<file path="src/rtl/common_pkg.sv">
// Types and constants shared between the mini_core fetch front end and decode.
package common_pkg;

    localparam logic [31:0] NOP = 32'h0000_0013;

    typedef enum logic [1:0] {
        S_IDLE  = 2'd0,
        S_RUN   = 2'd1,
        S_FLUSH = 2'd2
    } t_fetch_state;

    typedef struct packed {
        logic [31:0] pc;
        logic [31:0] inst;
    } t_fetch_entry;

endpackage

</file>
<file path="src/rtl/mini_core_fetch_buf.sv">
// Two-entry in-order buffer of fetched {pc, inst} pairs feeding the Q101H stage.
module mini_core_fetch_buf
    import common_pkg::*;
(
    input  logic        Clock,
    input  logic        Rst,
    input  logic        push,
    input  logic [31:0] pushPc,
    input  logic [31:0] pushInst,
    input  logic        pop,
    input  logic        clear,
    output logic [31:0] headPc,
    output logic [31:0] headInst,
    output logic        full,
    output logic        empty,
    output logic [1:0]  count
);

    t_fetch_entry entryMem [2];
    logic         wrPtrReg;
    logic         rdPtrReg;
    logic [1:0]   countReg;
    logic         doPop;

    assign doPop = pop && (countReg != 2'd0);

    always_ff @(posedge Clock) begin
        if (push && Rst && !clear) begin
            entryMem[wrPtrReg] <= '{pc: pushPc, inst: pushInst};
        end
    end

    always_ff @(posedge Clock) begin
        if (!Rst || clear) begin
            wrPtrReg <= 1'b0;
            rdPtrReg <= 1'b0;
            countReg <= 2'd0;
        end else begin
            if (push) begin
                wrPtrReg <= ~wrPtrReg;
            end
            if (doPop) begin
                rdPtrReg <= ~rdPtrReg;
            end
            countReg <= countReg + 2'(push) - 2'(doPop);
        end
    end

    assign headPc   = entryMem[rdPtrReg].pc;
    assign headInst = entryMem[rdPtrReg].inst;
    assign full     = (countReg == 2'd2);
    assign empty    = (countReg == 2'd0);
    assign count    = countReg;

endmodule

</file>
<file path="src/rtl/mini_core_fetch.sv">
// Fetch front end: owns the PC, requests words from instruction memory with a
// two-credit limit, buffers in-order responses and drops wrong-path ones after a redirect.
module mini_core_fetch
    import common_pkg::*;
#(
    parameter logic [31:0] RESET_PC  = 32'h0000_0000,
    parameter int          BUF_DEPTH = 2
) (
    input  logic        Clock,
    input  logic        Rst,
    input  logic        PcEnQ101H,
    input  logic        RedirectValidQ102H,
    input  logic [31:0] RedirectPcQ102H,
    output logic        IMemReqValid,
    input  logic        IMemReqReady,
    output logic [31:0] IMemReqAddr,
    input  logic        IMemRspValid,
    input  logic [31:0] IMemRspData,
    output logic [31:0] PreInstructionQ101H,
    output logic [31:0] PcQ101H,
    output logic        InstValidQ101H,
    output logic        MisalignRedirect
);

    t_fetch_state stateReg;
    logic [31:0]  pcQ100HReg;
    logic [31:0]  rspPcReg;
    logic [31:0]  lastPcReg;
    logic [1:0]   outstandingReg;
    logic [1:0]   outstandingNext;
    logic [1:0]   staleReg;
    logic         misalignReg;

    logic         reqValid;
    logic         reqFire;
    logic         rspTake;
    logic         bufPush;
    logic         bufPop;
    logic [31:0]  bufHeadPc;
    logic [31:0]  bufHeadInst;
    logic         bufFull;
    logic         bufEmpty;
    logic [1:0]   bufCount;
    logic [31:0]  redirectPc;

    // Credit covers both in-flight requests and buffered entries, so a push can never overflow.
    assign reqValid = (stateReg == S_RUN)
                    && ((3'(outstandingReg) + 3'(bufCount)) < 3'(BUF_DEPTH));
    assign reqFire  = reqValid && IMemReqReady;
    // With nothing outstanding a response can only belong to a pre-reset request.
    assign rspTake  = IMemRspValid && (outstandingReg != 2'd0);
    assign outstandingNext = outstandingReg + 2'(reqFire) - 2'(rspTake);

    assign bufPush    = (stateReg == S_RUN) && rspTake && !RedirectValidQ102H;
    assign bufPop     = PcEnQ101H && !bufEmpty && !RedirectValidQ102H;
    assign redirectPc = {RedirectPcQ102H[31:2], 2'b00};

    mini_core_fetch_buf u_buf (
        .Clock    (Clock),
        .Rst      (Rst),
        .push     (bufPush),
        .pushPc   (rspPcReg),
        .pushInst (IMemRspData),
        .pop      (bufPop),
        .clear    (RedirectValidQ102H),
        .headPc   (bufHeadPc),
        .headInst (bufHeadInst),
        .full     (bufFull),
        .empty    (bufEmpty),
        .count    (bufCount)
    );

    always_ff @(posedge Clock) begin
        if (!Rst) begin
            stateReg       <= S_IDLE;
            pcQ100HReg     <= RESET_PC;
            rspPcReg       <= RESET_PC;
            lastPcReg      <= RESET_PC;
            outstandingReg <= 2'd0;
            staleReg       <= 2'd0;
            misalignReg    <= 1'b0;
        end else begin
            outstandingReg <= outstandingNext;
            if (!bufEmpty) begin
                lastPcReg <= bufHeadPc;
            end
            if (RedirectValidQ102H) begin
                // A handshake this cycle was at the old PC, so it is counted as stale too.
                pcQ100HReg <= redirectPc;
                rspPcReg   <= redirectPc;
                staleReg   <= outstandingNext;
                stateReg   <= (outstandingNext != 2'd0) ? S_FLUSH : S_RUN;
                if (RedirectPcQ102H[1:0] != 2'b00) begin
                    misalignReg <= 1'b1;
                end
            end else begin
                if (reqFire) begin
                    pcQ100HReg <= pcQ100HReg + 32'd4;
                end
                if (bufPush) begin
                    rspPcReg <= rspPcReg + 32'd4;
                end
                case (stateReg)
                    S_IDLE:  stateReg <= S_RUN;
                    S_RUN:   stateReg <= S_RUN;
                    S_FLUSH: begin
                        if (rspTake) begin
                            staleReg <= staleReg - 2'd1;
                            if (staleReg == 2'd1) begin
                                stateReg <= S_RUN;
                            end
                        end
                    end
                    default: stateReg <= S_IDLE;
                endcase
            end
        end
    end

    assign IMemReqValid        = reqValid;
    assign IMemReqAddr         = pcQ100HReg;
    assign InstValidQ101H      = !bufEmpty;
    assign PreInstructionQ101H = bufEmpty ? NOP : bufHeadInst;
    assign PcQ101H             = bufEmpty ? lastPcReg : bufHeadPc;
    assign MisalignRedirect    = misalignReg;

    assert property (@(posedge Clock) disable iff (!Rst) !(bufPush && bufFull));

endmodule
</file>
<file path="config.mk">
export PLATFORM = sky130hd
export DESIGN_NAME = mini_core_fetch
export DESIGN_NICKNAME = d
export VERILOG_FILES = /design/src/rtl/common_pkg.sv /design/src/rtl/mini_core_fetch_buf.sv /design/src/rtl/mini_core_fetch.sv
export SDC_FILE = /design/constraint.sdc
export NUM_CORES = 1
export LEC_CHECK = 0
export ABC_AREA = 1
export BUFFER_PORTS_ARGS = -buffer_cell sky130_fd_sc_hd__buf_4
export CORE_MARGIN = 3
export CORE_UTILIZATION = 50
export CTS_CLUSTER_SIZE = 12
export DETAILED_ROUTE_END_ITERATION = 10
export PLACE_DENSITY = 0.81
export REMOVE_ABC_BUFFERS = 1
export SYNTH_ARGS = -nofsm -noshare
export SYNTH_HDL_FRONTEND = slang
export SYNTH_SLANG_ARGS = --single-unit
</file>
<file path="constraint.sdc">
create_clock -name Clock -period 8.1 [get_ports Clock]
set_clock_uncertainty 0.2 [all_clocks]
set_input_delay 1.62 -clock Clock [delete_from_list [all_inputs] [get_ports Clock]]
set_output_delay 1.62 -clock Clock [all_outputs]
set_load 0.03 [all_outputs]
</file>
==> impl_metrics.ini <==
[status]
status = finished, final reports clean

[place]
place_ws_ns = 3.33
place_hpwl_um = 17500
dp.cells = 1647
port_buffers = 166
gp_congestion = 0.912

[detailed_routing]
vias = 9114
detail_route.wl_per_cell_um = 15.7
ant_nets = 0
top_layer_used = met4
via_per_inst = 5.39
met1_length_um = 11200
firstDrtPassIters = 5
drt_iter0_drc = 861
drc = 0
wl_met3_um = 2370
wl_met2_um = 12400
finalWirelength_um = 26500

[timing]
setup_tns_ns = 0
slew_headroom_pct = 28.7
setup_viol = 0
final-hold-violation-count = 0
period_minus_slack_ns = 4.54
fmax_mhz = 220
rsz0062_at_grt = false
fin_crit_sh_pct = 56.1
worst_pin_slew_ns = 1.07
finalMaxSlewViolations = 0
worst_slack_ns = 3.56

[power]
finalPower_mw = 2.75
powerDensity_nw_per_um2 = 216
ir_drop_mv = 0.143
p_leak_nw = 5.15

[logic_synthesis]
synthTopCellsByArea = edfxtp_1 (35%), dfxtp_1 (20%), nand2_1 (12%), a21oi_1 (6.9%), nor2_1 (4.3%)
yosys.area.top_type = edfxtp_1
synth_compound_gate_area_share_pct = 11.7
syn_avg_cell_area_um2 = 8.47
syn-cell-area_um2 = 10700
yosysWarnings = 0
ys.flop_type = edfxtp_1
synth_fa_ha_area_share_pct = 1.01
synthArstFlopShare_pct = 0
synth-seq-area-share_pct = 54.5
synthCells = 1258
synth_top_area_share_pct = 35.0
synthXorXnorAreaFrac_pct = 0.740
ys_ff_latch = 228
synth_top_family_by_area = simple AND/OR/NAND/NOR gates
ys_types = 40
synthMuxAreaShare_pct = 0
synth_simple_gate_area_share_pct = 25.8
synth_edf_count = 124

[cells_and_area]
drive_gt1_share_pct = 18.5
num-nets-final = 1481
antenna_cells = 0
area_delta_synth_final_pct = 19.4
fin_cells = 1690

[grt]
grt_max_degree = 68
grt_pass1_wl_um = 42800
antenna_found_initial = 0
grt-ovfl-total = 0
grt_pass1_vias = 8565
grt_usage_pct = 22.1

[critical_path]
worst_path_most_repeated_cell = buf_4
endpoint_kind = output pin
crit_chain = buf_4, inv_2, nand2_1, a21oi_1, buf_4
r2r_slack_ns = 4.92
cp.arrival_ns = 2.72
crit_type = flop to output pin
cp-start-kind = flop
critPathMaxStageDelay_ns = 0.88
critPathRequiredTime_ns = 6.28
critPathMaxFanout = 63
slowest_stage = inv_2

[clocking]
clk-insertion-delay-late_ns = 0.52
cts_buffers = 24
path_clk_slew_ns = 0.06
hold_buffers = 0
cts_resized = 0
cts.sinks = 228
cts_tree = built
cts_setup_buffers = 0
htreeDepth = 1
clockBufferDepth = 3
cts_root_buffer = clkbuf_16

[floorplanning]
initial_utilization_pct = 51.8
io_pins = 169
fp.dieW_um = 152
num_rows = 52
coreArea_um2 = 20600
dieHeight_um = 152
die_area_um2 = 23100

[min_path]
hold_path.class = flop to flop

[job]
maxCapViolCount = 0
## registers in the layout, summed over array words and instances (netlist names), 2 cells and up, named ones only
register	cells
u_buf.count	2
stateReg	2
IMemReqAddr	30
lastPcReg	32
outstandingReg	2
u_buf.entryMem	124
rspPcReg	30
staleReg	2
## per-stage QoR
step	cell area [um2]	util [%]	hold WS (ns)
after detailed placement	12000	58.5	0.258
after CTS	12700	61.9	0.266
after floorplan	10400	-	0.225
after global placement	12000	58.5	0.246
final	12700	61.9	0.259
after global routing	12700	61.9	0.285
## cell families (layout without fill, tap and decap cells)
family | after synthesis | after routing
simple gates | 621 | 621
buf+inv | 158 | 319
compound gates | 233 | 233
other cells | 1 | 2
fa+ha+maj | 8 | 8
flops | 228 | 228
xor+xnor | 9 | 9
## cell usage after synthesis (all sizes together) (4+ instances only)
library cell  number
nand2            344
a21oi            153
nor2             148
edfxtp           124
dfxtp            104
inv              104
nand3             78
o21ai             56
buf               33
and2              32
clkbuf            19
a31oi             10
ha                 7
nor3               7
nand3b             6
o211ai             5
o21bai             5
xor2               5
nand4              4
xnor2              4
## cells in the final DEF (no fill, tap or decap), drive strengths merged, types with 7 or more instances in the layout
master and count:
and2 32, nand2 344, a21oi 153, nand3 78
inv 105, o21ai 56, buf 170, dfxtp 104
nor2 148, a31oi 10, nor3 7, edfxtp 124
clkbuf 37, ha 7
## where the power goes
group / leakage (nW) / total, mW / switching (mW) / internal [mW]
clock network: 0.325 / 0.979 / 0.427 / 0.552
logic: 2.84 / 0.424 / 0.276 / 0.148
registers: 1.98 / 1.34 / 0.0642 / 1.28
total: 5.15 / 2.75 / 0.767 / 1.98
## critical path: cells and delay by family, from the launching register on
kind	cells	cell delay, ns
AO/OA/AOI/OAI	1	0.29
buffers and inverters	3	1.41
flip-flops	1	0.31
AND/OR/NAND/NOR	1	0.11
## final cells by class
| cell class | instances | area (um2) |
|---|---|---|
| multi-input combinational | 873 | 4210 |
| tap | 270 | 338 |
| clock buffer | 37 | 649 |
| timing repair buffer | 170 | 1280 |
| sequential | 228 | 5810 |
| inverter | 106 | 398 |
| clock inverter | 6 | 43.8 |
| fill | 1718 | 7840 |
## layer usage
metal,vias to the layer above,global-route usage (%)
met5,-,0
met4,0,5.57
met3,53,3.75
met2,440,36.6
met1,4181,30.4
li1,4440,-
## path summary, 6_finish.rpt
check,startpoint,to,cells past startpoint
hold reg to reg,MisalignRedirect$_SDFFE_PN0P_,MisalignRedirect$_SDFFE_PN0P_,2
hold / removal,MisalignRedirect$_SDFFE_PN0P_,MisalignRedirect$_SDFFE_PN0P_,2
setup reg to reg,u_buf.count[0]$_SDFF_PP0_,u_buf.count[1]$_SDFF_PP0_,11
setup / recovery,flop,PcQ101H[19],5
No activity file was read; power rests on OpenSTA's default activity.
